## config.mk

```make
export PLATFORM = sky130hd
export DESIGN_NAME = seq_divider_flat
export DESIGN_NICKNAME = d
export VERILOG_FILES = /design/src/rtl/seq_divider_if.sv /design/src/rtl/seq_divider.sv /design/src/flat_wrapper.sv
export SDC_FILE = /design/constraint.sdc
export NUM_CORES = 1
export LEC_CHECK = 0
export BUFFER_PORTS_ARGS = -buffer_cell sky130_fd_sc_hd__buf_2
export CAP_MARGIN = 20
export CORE_AREA = 2 2 88 73
export CTS_BUF_LIST = sky130_fd_sc_hd__clkbuf_2
export CTS_CLUSTER_DIAMETER = 120
export DETAILED_ROUTE_END_ITERATION = 8
export DIE_AREA = 0 0 90 75
export PLACE_DENSITY = 0.68
export RECOVER_POWER = 50
export SYNTH_ARGS = -nofsm -noshare
export SYNTH_HDL_FRONTEND = slang
export SYNTH_SLANG_ARGS = --single-unit
```

## constraint.sdc

```tcl
create_clock -name clk -period 2.1 [get_ports clk]
set_clock_uncertainty 0.2 [all_clocks]
set_input_delay 0.42 -clock clk [delete_from_list [all_inputs] [get_ports clk]]
set_output_delay 0.42 -clock clk [all_outputs]
set_load 0.01 [all_outputs]
```

## src/rtl/seq_divider_if.sv

```systemverilog
// Handshake/result bundle for seq_divider.
// The master drives the start request and operands; the slave (the divider)
// returns busy/done and the held results.
// Optional feature macro: SIGNED_DIV_EN adds the signed_mode request bit.
interface seq_divider_if #(
  parameter int WIDTH = 8
);
  logic             start;
  logic [WIDTH-1:0] dividend;
  logic [WIDTH-1:0] divisor;
`ifdef SIGNED_DIV_EN
  logic             signed_mode;
`endif
  logic             busy;
  logic             done;
  logic [WIDTH-1:0] quotient;
  logic [WIDTH-1:0] remainder;
  logic             div_by_zero;

`ifdef SIGNED_DIV_EN
  modport master (
    output start, dividend, divisor, signed_mode,
    input  busy, done, quotient, remainder, div_by_zero
  );
  modport slave (
    input  start, dividend, divisor, signed_mode,
    output busy, done, quotient, remainder, div_by_zero
  );
`else
  modport master (
    output start, dividend, divisor,
    input  busy, done, quotient, remainder, div_by_zero
  );
  modport slave (
    input  start, dividend, divisor,
    output busy, done, quotient, remainder, div_by_zero
  );
`endif
endinterface

```

## src/rtl/seq_divider.sv

```systemverilog
// Iterative restoring divider: one quotient bit per clock through a
// shift / trial-subtract datapath, start/busy/done handshake.
// Optional feature macro: SIGNED_DIV_EN (two's complement operands selected
// per request by signed_mode; magnitudes go through the same unsigned core and
// the signs are fixed up on the edge that enters DONE).
module seq_divider #(
  parameter int WIDTH = 8
) (
  input  logic          clk,
  input  logic          rst_n,
  seq_divider_if.slave  bus
);

  localparam int CW = (WIDTH > 2) ? $clog2(WIDTH) : 1;
  localparam logic [CW-1:0] LAST_ITER = CW'(WIDTH - 1);

  typedef enum logic [1:0] {
    IDLE = 2'd0,
    RUN  = 2'd1,
    DONE = 2'd2
  } state_t;

  state_t           state_q;
  logic [CW-1:0]    count_q;
  logic [WIDTH-1:0] rem_q;       // partial remainder (raw dividend on /0)
  logic [WIDTH-1:0] quo_q;       // dividend bits shifting out, quotient bits in
  logic [WIDTH-1:0] dsr_q;       // divisor magnitude
  logic             zero_q;      // captured divisor was zero
  logic             q_neg_q;     // quotient must be negated at the end
  logic             r_neg_q;     // remainder must be negated at the end
  logic             busy_q;
  logic             done_q;
  logic [WIDTH-1:0] quotient_q;
  logic [WIDTH-1:0] remainder_q;
  logic             dbz_q;

  // One restoring step: shift {rem,quo} left, trial-subtract the divisor.
  logic [WIDTH:0]   rem_sh;
  logic [WIDTH+1:0] diff;
  logic             borrow;
  logic [WIDTH-1:0] rem_d;
  logic [WIDTH-1:0] quo_d;

  // Shifted remainder needs WIDTH+1 bits (2*rem+1 can exceed WIDTH bits);
  // one more bit on top of the difference carries the borrow.
  // NOTE: every always_comb output gets a value on every path, otherwise a latch is inferred.
  always_comb begin
    rem_sh = {rem_q, quo_q[WIDTH-1]};
    diff   = {1'b0, rem_sh} + ~{2'b00, dsr_q} + {{(WIDTH+1){1'b0}}, 1'b1};
    borrow = diff[WIDTH+1];
    rem_d  = borrow ? rem_sh[WIDTH-1:0] : diff[WIDTH-1:0];
    quo_d  = {quo_q[WIDTH-2:0], ~borrow};
  end

  // Operand conditioning at accept: magnitudes and result signs.
  logic [WIDTH-1:0] a_mag;
  logic [WIDTH-1:0] b_mag;
  logic             a_neg;
  logic             b_neg;
  logic             div_zero;

  always_comb begin
    div_zero = (bus.divisor == '0);
`ifdef SIGNED_DIV_EN
    a_neg = bus.signed_mode & bus.dividend[WIDTH-1];
    b_neg = bus.signed_mode & bus.divisor[WIDTH-1];
`else
    a_neg = 1'b0;
    b_neg = 1'b0;
`endif
    a_mag = a_neg ? (~bus.dividend + 1'b1) : bus.dividend;
    b_mag = b_neg ? (~bus.divisor  + 1'b1) : bus.divisor;
  end

  // Sign fix-up of the final step's results, applied on the DONE entry edge.
  // The most negative dividend over -1 yields magnitude 2^(WIDTH-1), which
  // is already the wrapped two's complement answer.
  logic [WIDTH-1:0] q_final;
  logic [WIDTH-1:0] r_final;

  always_comb begin
    q_final = q_neg_q ? (~quo_d + 1'b1) : quo_d;
    r_final = r_neg_q ? (~rem_d + 1'b1) : rem_d;
  end

  // Control FSM with registered handshake outputs and result registers.
  // NOTE: sequential state uses non-blocking assignments so all registers update from pre-edge values.
  // NOTE: every register here is control or a single word, so all are reset; there is no memory array.
  always_ff @(posedge clk or negedge rst_n) begin
    if (!rst_n) begin
      state_q     <= IDLE;
      count_q     <= '0;
      rem_q       <= '0;
      quo_q       <= '0;
      dsr_q       <= '0;
      zero_q      <= 1'b0;
      q_neg_q     <= 1'b0;
      r_neg_q     <= 1'b0;
      busy_q      <= 1'b0;
      done_q      <= 1'b0;
      quotient_q  <= '0;
      remainder_q <= '0;
      dbz_q       <= 1'b0;
    end else begin
      case (state_q)
        IDLE: begin
          done_q <= 1'b0;
          if (bus.start) begin
            busy_q  <= 1'b1;
            dbz_q   <= 1'b0;
            count_q <= '0;
            quo_q   <= a_mag;
            dsr_q   <= b_mag;
            // On divide-by-zero the raw dividend is parked here as the remainder.
            rem_q   <= div_zero ? bus.dividend : '0;
            zero_q  <= div_zero;
            q_neg_q <= a_neg ^ b_neg;
            r_neg_q <= a_neg;
            state_q <= RUN;
          end
        end
        RUN: begin
          if (zero_q) begin
            // Divide-by-zero finishes one edge after accept.
            quotient_q  <= '1;
            remainder_q <= rem_q;
            dbz_q       <= 1'b1;
            busy_q      <= 1'b0;
            done_q      <= 1'b1;
            state_q     <= DONE;
          end else begin
            rem_q   <= rem_d;
            quo_q   <= quo_d;
            count_q <= count_q + 1'b1;
            if (count_q == LAST_ITER) begin
              quotient_q  <= q_final;
              remainder_q <= r_final;
              busy_q      <= 1'b0;
              done_q      <= 1'b1;
              state_q     <= DONE;
            end
          end
        end
        DONE: begin
          done_q  <= 1'b0;
          state_q <= IDLE;
        end
        default: begin
          busy_q  <= 1'b0;
          done_q  <= 1'b0;
          state_q <= IDLE;
        end
      endcase
    end
  end

  assign bus.busy        = busy_q;
  assign bus.done        = done_q;
  assign bus.quotient    = quotient_q;
  assign bus.remainder   = remainder_q;
  assign bus.div_by_zero = dbz_q;

endmodule
```

## src/flat_wrapper.sv

```systemverilog
// flat-port wrapper written by rule: the top's interface ports become plain ports
module seq_divider_flat 
#(
  parameter int WIDTH = 8
)
  (clk, rst_n, bus_start, bus_dividend, bus_divisor, bus_busy, bus_done, bus_quotient, bus_remainder, bus_div_by_zero);
  seq_divider_if #(.WIDTH(WIDTH)) bus_i ();
  input  logic clk;
  input  logic rst_n;
  input wire logic [$bits(bus_i.start)-1:0] bus_start;
  input wire logic [$bits(bus_i.dividend)-1:0] bus_dividend;
  input wire logic [$bits(bus_i.divisor)-1:0] bus_divisor;
  output wire logic [$bits(bus_i.busy)-1:0] bus_busy;
  output wire logic [$bits(bus_i.done)-1:0] bus_done;
  output wire logic [$bits(bus_i.quotient)-1:0] bus_quotient;
  output wire logic [$bits(bus_i.remainder)-1:0] bus_remainder;
  output wire logic [$bits(bus_i.div_by_zero)-1:0] bus_div_by_zero;
  assign bus_i.start = bus_start;
  assign bus_i.dividend = bus_dividend;
  assign bus_i.divisor = bus_divisor;
  assign bus_busy = bus_i.busy;
  assign bus_done = bus_i.done;
  assign bus_quotient = bus_i.quotient;
  assign bus_remainder = bus_i.remainder;
  assign bus_div_by_zero = bus_i.div_by_zero;
  seq_divider #(.WIDTH(WIDTH)) u_core (.clk(clk), .rst_n(rst_n), .bus(bus_i));
endmodule
```

==> impl_metrics.env, run 1 <==
export IMPL_synth_cell_types=44
export IMPL_required_ps=2260
export IMPL_drv_cap=0
export IMPL_hold_path_end="u_core.dsr_q[3]"
export IMPL_syn_area_per_cell_sq_um=9.136
export IMPL_drcViolationCount=0
export IMPL_rsz0062_at_grt="true"
export IMPL_final_min_clock_period_ps=2339
export IMPL_cts_tree="yes"
export IMPL_crit_fanout=7
export IMPL_grt_pass1_wl_mm=11.97
export IMPL_p_total_w=0.006768
export IMPL_synthTopCellsByArea="dfrtp_1, nand2_1, ha_1"
export IMPL_syn_nets=312
export IMPL_cts_clk_slew_worst_paths_ps=280
export IMPL_grt_overflow_total=0
export IMPL_cp_cell_sequence="ha_4 -> nand3b_1 -> a2111oi_4 -> nor2_4 -> buf_12 -> mux2_4 -> o22ai_2"
export IMPL_initial_core_util_pct=44.28
export IMPL_critPathTopFamily="compound AO/OA/AOI/OAI gates"
export IMPL_synth_top_area_share_pct=47.60
export IMPL_die_w_um=90
export IMPL_post_route_util_pct=60.73
export IMPL_holdPathStages=3
export IMPL_status="complete, but fails checks"
export IMPL_antenna_left=0
export IMPL_first_iter_violations=209
export IMPL_wirelength_mm=7.284
export IMPL_hpwl_mm=5.224
export IMPL_worst_setup_path_end_kind="register"
export IMPL_pin_count=38
export IMPL_rrSetupSlack_ps=-240
export IMPL_worstHoldStart="bus_divisor[3]"
export IMPL_rows=25
export IMPL_cts_root_buffer_cell="clkbuf_2"
export IMPL_port_buffers=37
export IMPL_max_freq_ghz=0.4276
export IMPL_yosysTopAreaCell="dfrtp_1"
export IMPL_pre_cts_slack_ps=-251.3
export IMPL_crit_buf_inv=1
export IMPL_drive_above_1_share_pct=33.77
export IMPL_critPathMaxStageDelay_ps=490
export IMPL_viasPerCell=5.411
export IMPL_dieArea_sq_um=6750
export IMPL_layout_nets=408
export IMPL_timing_rr_start="u_core.rem_q[1]"
export IMPL_syn_area_sq_um=2576
export IMPL_layout_common_cells="buf_4, dfrtp_1, nand2_1"
export IMPL_report_final_hold_viol_count=0
export IMPL_peakVddDrop_uv=880.8
export IMPL_final_common_cell="buf_4"
export IMPL_grt_pass1_vias=2381
export IMPL_leakage_nw=1.684
export IMPL_critPathSlowestCell="dfrtp_1"
export IMPL_clock_latency_ps=450
export IMPL_violations="setup timing"
export IMPL_diodes=0
export IMPL_worstSetupPathType="reg2reg"
export IMPL_rr_endpoint="u_core.bus.remainder[0]"
export IMPL_h_tree_depth=2
export IMPL_clock_sinks=49
export IMPL_place_gp_congestion=0.9143
export IMPL_fin_ws_ps=-238.7
export IMPL_setup_violations=17
export IMPL_final_area_sq_um=3533
export IMPL_grt_start_max_net_pins=50
export IMPL_ys_ff_latch=49
export IMPL_core_area_sq_um=5818
export IMPL_synth_seq_area_share_pct=47.60
export IMPL_syn_inst=282
export IMPL_avgRoutedWirePerCell_um=15.83
export IMPL_cts_buffer_depth=2
export IMPL_antenna_found_initial=0
export IMPL_slew_violations=0
export IMPL_via_count=2489
export IMPL_area_delta_synth_final_pct=37.15
export IMPL_start_kind="register"
export IMPL_hp_class="in2reg"
export IMPL_numCtsBuffers=5
export IMPL_fillers=518
export IMPL_dpl_cell_area_sq_um=3254
export IMPL_grtUsageTotal_pct=22.72
export IMPL_postSynth_asyncResetShare_pct=100.0
export IMPL_reg2reg_depth=7
export IMPL_synthFlopType="dfrtp_1"
export IMPL_holdWs_ps=21.16
export IMPL_dr_pass1_iters=4
export IMPL_maxSlewHeadroom_pct=19.22
export IMPL_synth_edf_count=0
export IMPL_die_h_um=75
export IMPL_finalCritPeriodShare_pct=111.4
export IMPL_worstPathArrival_ps=2500
export IMPL_power_density_nw_per_um2=1915
export IMPL_worstMarginPinSlew_ps=1212
export IMPL_ys_warn_count=0
## cells in the mapped netlist (2+ instances only)
cell	number
dfrtp_1	49
nand2_1	48
nor2_1	27
a21oi_1	20
o21ai_0	19
inv_1	15
clkbuf_1	10
ha_1	10
o22ai_1	10
a31oi_1	8
mux2i_1	5
nand3_1	5
a21o_1	4
o21ai_1	4
nand2b_1	3
nor3_1	3
o221ai_1	3
o2bb2ai_1	3
xor2_1	3
a32oi_1	2
and3_1	2
buf_2	2
nor2b_1	2
nor3b_1	2
o21bai_1	2
or3_1	2
or4_1	2
## power by group
group	total, W	switching [W]	internal [W]	leakage [nW]
sequential	0.00164	0.000271	0.00137	0.602
combinational	0.00461	0.00232	0.00229	1.05
clock	0.000515	0.000318	0.000197	0.0366
total	0.00677	0.00291	0.00386	1.68
## cells by family after synthesis
| logic type | after synthesis | synth area share (%) |
|---|---|---|
| xor+xnor | 3 | 1.020 |
| buf+inv | 27 | 4.031 |
| mux | 7 | 2.962 |
| flops | 49 | 47.60 |
| compound gates | 84 | 21.32 |
| simple gates | 101 | 17.44 |
| fa+ha+maj | 11 | 5.634 |
## state kept, by name, summed over array words and instances (netlist names)
signal and flops:
u_core.bus.busy 1, u_core.bus.div_by_zero 1, u_core.bus.done 1, u_core.bus.quotient 8, u_core.bus.remainder 8, u_core.count_q 3
u_core.dsr_q 8, u_core.quo_q 8, u_core.rem_q 8, u_core.state_q 2, u_core.zero_q 1
## worst register-to-register path, delay by kind of cell (launching register included)
kind,cells,cell delay [ps]
buffers and inverters,1,150
adders and majority gates,1,290
DFF,1,490
muxes,1,330
AOI/OAI and AO/OA,2,590
and+or+nand+nor,2,200
## layout make-up
| class | instances | area (sq um) | area share [%] |
|---|---|---|---|
| timing repair buffer | 101 | 711.9 | 20.15 |
| clock inverter | 3 | 41.29 | 1.169 |
| tap | 81 | 101.3 | 2.868 |
| multi-input combinational | 206 | 1371 | 38.81 |
| inverter | 15 | 56.30 | 1.593 |
| clock buffer | 5 | 25.02 | 0.7082 |
| sequential | 49 | 1226 | 34.70 |
## repair_timing
action	CTS	global route
gates cloned	0	0
resized for setup	11	6
buffers inserted	10	0
hold endpoints to repair	55	1
setup endpoints to repair	18	18
hold buffers	7	1
pin swaps	9	5
## worst max-delay path by stage
stage / slack [ps] / cells after the start / end / from
2_1_floorplan: -70 / 6 / u_core.rem_q[0] / u_core.rem_q[5]
3_5_place_dp: -250 / 8 / u_core.bus.quotient[0] / u_core.rem_q[1]
4_1_cts: -200 / 7 / u_core.bus.remainder[0] / u_core.rem_q[1]
3_3_place_gp: -220 / 8 / u_core.bus.quotient[0] / u_core.rem_q[1]
5_1_grt: -270 / 7 / u_core.rem_q[0] / u_core.rem_q[1]
6_report: -240 / 7 / u_core.bus.remainder[0] / u_core.rem_q[1]
## metrics by stage
stage / setup TNS (ps) / instances
after floorplan: -112.3 / 282
after global placement: -2246 / 436
after detailed placement: -2904 / 436
after CTS: -2313 / 460
after global routing: -3762 / 460
final: -2948 / 460
## per-layer routing
metal	share of wire (%)	track usage (%)	vias up	routed length [um]
met3	6.5	5.405	6	476
met1	48	32.74	1207	3518
met5	0	0	-	0
met4	0.96	5.641	0	70
met2	44	35.17	89	3219
li1	-	-	1187	-
No activity file was read; power rests on OpenSTA's default activity.
==> run 2: changes to the inputs <==
Settings changed: CORE_AREA 2 2 88 73 to 2 2 71 90, DIE_AREA 0 0 90 75 to 0 0 73 92, PLACE_DENSITY 0.68 to 0.65, SKIP_LAST_GASP from default to 1.
Clock period 2.1 ns to 2.75 ns, I/O delays scaled along.
==> run 2 against run 1 <==
Against the previous run:
- the run now ends clean
- power decreased by 43%
- wire length shrank 11%
- cell count decreased by 15%
- die area decreased by 0.50%
- hold slack improved by 82 ps
- design area down 18%
- setup slack gained 350 ps
- sequential power fell by 22%
- via count shrank 11%
- first-iteration DRC count decreased by 44%
==> impl_metrics.env, run 2 (same netlist as run 1, synthesis figures left out) <==
export IMPL_critPathSlowestCell="dfrtp_1"
export IMPL_start_kind="register"
export IMPL_drcViolationCount=0
export IMPL_slew_violations=0
export IMPL_avgRoutedWirePerCell_um=16.65
export IMPL_clock_sinks=49
export IMPL_port_buffers=37
export IMPL_hpwl_mm=4.832
export IMPL_die_w_um=73
export IMPL_drive_above_1_share_pct=17.03
export IMPL_required_ps=2890
export IMPL_worstSetupPathType="reg2reg"
export IMPL_first_iter_violations=118
export IMPL_final_common_cell="dfrtp_1"
export IMPL_cts_tree="yes"
export IMPL_grtUsageTotal_pct=21.11
export IMPL_wirelength_mm=6.512
export IMPL_dieArea_sq_um=6716
export IMPL_crit_fanout=7
export IMPL_routed_top_layer="met4"
export IMPL_post_route_util_pct=48.43
export IMPL_via_count=2206
export IMPL_max_freq_ghz=0.3792
export IMPL_dr_pass1_iters=6
export IMPL_die_h_um=92
export IMPL_worstMarginPinSlew_ps=1259
export IMPL_h_tree_depth=2
export IMPL_critPathTopFamily="compound AO/OA/AOI/OAI gates"
export IMPL_crit_buf_inv=0
export IMPL_hp_class="in2reg"
export IMPL_critPathMaxStageDelay_ps=470
export IMPL_antenna_left=0
export IMPL_area_delta_synth_final_pct=12.14
export IMPL_power_density_nw_per_um2=1346
export IMPL_cts_buffer_depth=2
export IMPL_cts_clk_slew_worst_paths_ps=250
export IMPL_dr_wl_met2_mm=3.284
export IMPL_antenna_found_initial=0
export IMPL_leakage_nw=1.378
export IMPL_status="finished clean"
export IMPL_layout_nets=352
export IMPL_setup_violations=0
export IMPL_viasPerCell=5.642
export IMPL_layout_common_cells="dfrtp_1, nand2_1, buf_2"
export IMPL_grt_pass1_wl_mm=10.95
export IMPL_grt_start_max_net_pins=50
export IMPL_report_final_hold_viol_count=0
export IMPL_maxSlewHeadroom_pct=16.09
export IMPL_initial_core_util_pct=43.18
export IMPL_cts_resized=0
export IMPL_finalCritPeriodShare_pct=95.90
export IMPL_grt_overflow_total=0
export IMPL_pin_count=38
export IMPL_final_setup_tns_ps=0
export IMPL_numCtsBuffers=5
export IMPL_rows=32
export IMPL_worstPathArrival_ps=2780
export IMPL_peakVddDrop_uv=535.5
export IMPL_clock_latency_ps=440
export IMPL_wl_met1_mm=2.815
export IMPL_rsz0062_at_grt="false"
export IMPL_core_area_sq_um=5966
export IMPL_place_gp_congestion=0.8919
export IMPL_cp_cell_sequence="ha_1 -> a21o_1 -> a221o_1 -> nor2_4 -> mux2i_1 -> o221ai_1"
export IMPL_cts_root_buffer_cell="clkbuf_2"
export IMPL_worst_setup_path_end_kind="register"
export IMPL_grt_pass1_vias=2262
export IMPL_final_min_clock_period_ps=2637
export IMPL_wl_met3_um=188
export IMPL_drv_cap=0
export IMPL_diodes=0
[run 2: cell types whose count changed in the layout (fill, tap and decap cells not counted), moves of 5 or more]
| cell | change |
|---|---|
| buf_4 | -48 |
| clkbuf_1 | +6 |
| dlygate4sd3_1 | -7 |
| ha_1 | +5 |
| ha_4 | -5 |
[run 2: what timing repair did]
item | in CTS | in global routing
endpoints found under the hold margin | 27 | 0
hold buffers | 1 | 0
buffers inserted | 0 | 0
[run 2: metrics by stage]
| stage | setup slack (ps) | hold slack (ps) | total power, W | std cells | instance area (sq um) |
|---|---|---|---|---|---|
| 2_1_floorplan | 468.8 | 54.41 | 0.002959 | 282 | 2576 |
| 3_3_place_gp | 199.4 | 255.8 | 0.003559 | 382 | 2851 |
| 3_5_place_dp | 164.8 | 265.9 | 0.003601 | 382 | 2851 |
| 4_1_cts | 130.6 | 82.58 | 0.003906 | 391 | 2904 |
| 5_1_grt | 15.86 | 77.42 | 0.004222 | 391 | 2889 |
| 6_report | 112.6 | 103.6 | 0.003888 | 391 | 2889 |
[run 2: per-layer routing]
layer	GRT usage, %	vias up
li1	-	1080
met1	26.80	1065
met2	35.29	45
met3	3.187	16
met4	8.642	0
met5	0	-
[run 2: worst register-to-register path, stage by stage, from the launching register on]
cell and delay (ps):
dfrtp_1 470, ha_1 370, a21o_1 210, a221o_1 420
nor2_4 270, mux2i_1 440, o221ai_1 160
[run 2: worst paths after layout]
path	start	endpoint	slack (ps)	cells past startpoint
worst max-delay path	u_core.rem_q[5]	u_core.rem_q[1]	110	6
worst min-delay path	bus_divisor[4]	u_core.dsr_q[4]	100	3
worst max register to register	u_core.rem_q[5]	u_core.rem_q[1]	110	6
worst min register to register	u_core.bus.done	u_core.bus.done	310	2
max in group asynchronous	rst_n	u_core.quo_q[7]	860	3
min in group asynchronous	rst_n	u_core.bus.remainder[1]	750	3
[run 2: power by group]
| part | total (W) | internal [W] | switching, W |
|---|---|---|---|
| clock | 0.000298 | 0.0000593 | 0.000239 |
| sequential | 0.00128 | 0.00105 | 0.000239 |
| combinational | 0.00231 | 0.000933 | 0.00137 |
[run 2: area by class of cell]
cell class	instances	area, sq um
fill	584	3077
multi-input combinational	206	1246
sequential	49	1226
timing repair buffer	45	232.7
tap	68	85.08
inverter	15	56.30
clock buffer	5	25.02
clock inverter	3	17.52
==> run 3: changes to the inputs <==
Settings changed: CORE_AREA 2 2 71 90 to 2 2 65 82, DIE_AREA 0 0 73 92 to 0 0 67 84, PLACE_DENSITY 0.65 to 0.76, SKIP_CTS_REPAIR_TIMING from default to 1.
==> run 3 against run 2 <==
Against the previous run:
- combinational power about the same
- clock power increased by 34%
- cell count decreased by 1.0%
- sequential cell count unchanged
- count of clock-buffer cells in the layout unchanged
- utilization increased by 11 points
- power increased by 2.5%
- sequential share of layout area decreased by 0.81 points
- sequential power about the same
- setup slack improved by 120 ps
- via count increased by 1.2%
- first-iteration DRC count increased by 16%
- critical path type unchanged
- largest cell class unchanged
- highest routed layer unchanged
==> impl_metrics.env, run 3 (same netlist as run 1, synthesis figures left out) <==
export IMPL_cts_root_buffer_cell="clkbuf_2"
export IMPL_first_iter_violations=137
export IMPL_grt_overflow_total=0
export IMPL_rsz0062_at_grt="false"
export IMPL_hpwl_mm=4.769
export IMPL_drive_above_1_share_pct=18.77
export IMPL_leakage_nw=1.416
export IMPL_layout_common_cells="dfrtp_1, nand2_1, buf_2"
export IMPL_finalCritPeriodShare_pct=91.48
export IMPL_crit_fanout=7
export IMPL_avgRoutedWirePerCell_um=16.19
export IMPL_final_common_cell="dfrtp_1"
export IMPL_final_min_clock_period_ps=2516
export IMPL_seq_area_sq_um=1226
export IMPL_diodes=0
export IMPL_die_w_um=67
export IMPL_slew_violations=0
export IMPL_port_buffers=37
export IMPL_antenna_found_initial=0
export IMPL_hp_class="in2reg"
export IMPL_area_delta_synth_final_pct=14.33
export IMPL_p_comb_share_pct=57.9
export IMPL_die_h_um=84
export IMPL_layout_nets=354
export IMPL_final_area_sq_um=2945
export IMPL_maxSlewHeadroom_pct=36.72
export IMPL_required_ps=2920
export IMPL_peakVddDrop_uv=640.1
export IMPL_pin_count=38
export IMPL_multi_input_comb_area_sq_um=1246
export IMPL_power_switching_w=0.001819
export IMPL_clockPowerShare_pct=10.0
export IMPL_p_total_w=0.003987
export IMPL_critPathSlowestCell="dfrtp_1"
export IMPL_setup_violations=0
export IMPL_cts_clk_slew_worst_paths_ps=280
export IMPL_grt_start_max_net_pins=22
export IMPL_place_gp_congestion=0.9006
export IMPL_status="finished clean"
export IMPL_clock_latency_ps=460
export IMPL_h_tree_depth=2
export IMPL_cp_cell_sequence="ha_1 -> a21o_1 -> a221o_1 -> nor2_4 -> mux2i_1 -> o221ai_1"
export IMPL_clock_sinks=49
export IMPL_numCtsBuffers=5
export IMPL_drv_cap=0
export IMPL_power_frac_seq_pct=32.1
export IMPL_fin_ws_ps=234.2
export IMPL_p_int_w=0.002168
export IMPL_viasPerCell=5.770
export IMPL_drcViolationCount=0
export IMPL_dieArea_sq_um=5628
export IMPL_initial_core_util_pct=52.21
export IMPL_final_cells=387
export IMPL_fillers=446
export IMPL_netSwitchingFraction_pct=45.62
export IMPL_core_area_sq_um=4935
export IMPL_worstMarginPinSlew_ps=949.2
export IMPL_cts_buffer_depth=2
export IMPL_rows=29
export IMPL_pre_cts_slack_ps=265.5
export IMPL_report_final_hold_viol_count=0
export IMPL_grt_pass1_wl_mm=10.38
export IMPL_power_density_nw_per_um2=1354
export IMPL_critPathMaxStageDelay_ps=500
export IMPL_critPathTopFamily="compound AO/OA/AOI/OAI gates"
export IMPL_grt_pass1_vias=2116
export IMPL_grtUsageTotal_pct=24.53
export IMPL_max_freq_ghz=0.3975
export IMPL_dpl_cell_area_sq_um=2872
export IMPL_start_kind="register"
export IMPL_dr_pass1_iters=6
export IMPL_place_inst=378
export IMPL_final_setup_tns_ps=0
export IMPL_wirelength_mm=6.265
export IMPL_worstSetupPathType="reg2reg"
export IMPL_antenna_left=0
export IMPL_worst_setup_path_end_kind="register"
export IMPL_worstPathArrival_ps=2690
export IMPL_crit_buf_inv=0
export IMPL_via_count=2233
export IMPL_cts_tree="yes"
[run 3: cell type report]
| cell class | instances | share of cell area, % |
|---|---|---|
| Timing Repair Buffer | 47 | 9.091 |
| Clock buffer | 5 | 0.8496 |
| Inverter | 15 | 1.912 |
| Tap cell | 62 | 2.634 |
| Clock inverter | 3 | 1.572 |
| Multi-Input combinational cell | 206 | 42.31 |
| Sequential cell | 49 | 41.63 |
[run 3: power groups by stage]
stage,Combinational (W),Clock [W],Sequential (W)
after floorplan,0.00168,0,0.00128
after global placement,0.00227,0,0.00128
after detailed placement,0.00231,0,0.00129
after CTS,0.00231,0.000408,0.00128
after global routing,0.00258,0.000439,0.00131
final,0.00231,0.000400,0.00128
[run 3: path summary, 6_finish.rpt]
kind | to | start | slack [ps] | cells after the start
min in group asynchronous | u_core.bus.remainder[0] | rst_n | 500 | 2
setup / recovery | u_core.rem_q[2] | u_core.rem_q[5] | 230 | 6
hold / removal | u_core.dsr_q[4] | bus_divisor[4] | 100 | 3
max in group asynchronous | u_core.quo_q[1] | rst_n | 660 | 3
setup reg to reg | u_core.rem_q[2] | u_core.rem_q[5] | 230 | 6
hold reg to reg | u_core.bus.done | u_core.bus.done | 300 | 2
[run 3: worst register-to-register path: stages (launching register included)]
cell and delay (ps):
dfrtp_1 500, ha_1 370, a21o_1 210, a221o_1 400, nor2_4 260, mux2i_1 340
o221ai_1 170
[run 3: metal layers]
metal / vias up / GRT usage (%) / wire length, um
li1: 1079 / - / -
met1: 1075 / 33.39 / 2653
met2: 71 / 39.60 / 3226
met3: 8 / 3.644 / 292
met4: 0 / 8.163 / 93
met5: - / 0 / 0
[run 3: metrics by stage]
stage                     util (%)  hold slack [ps]
after floorplan                  -            54.41
after global placement       58.19            256.3
after detailed placement     58.19            258.9
after CTS                    59.63           -226.1
after global routing         59.69            79.20
final                        59.69            95.58
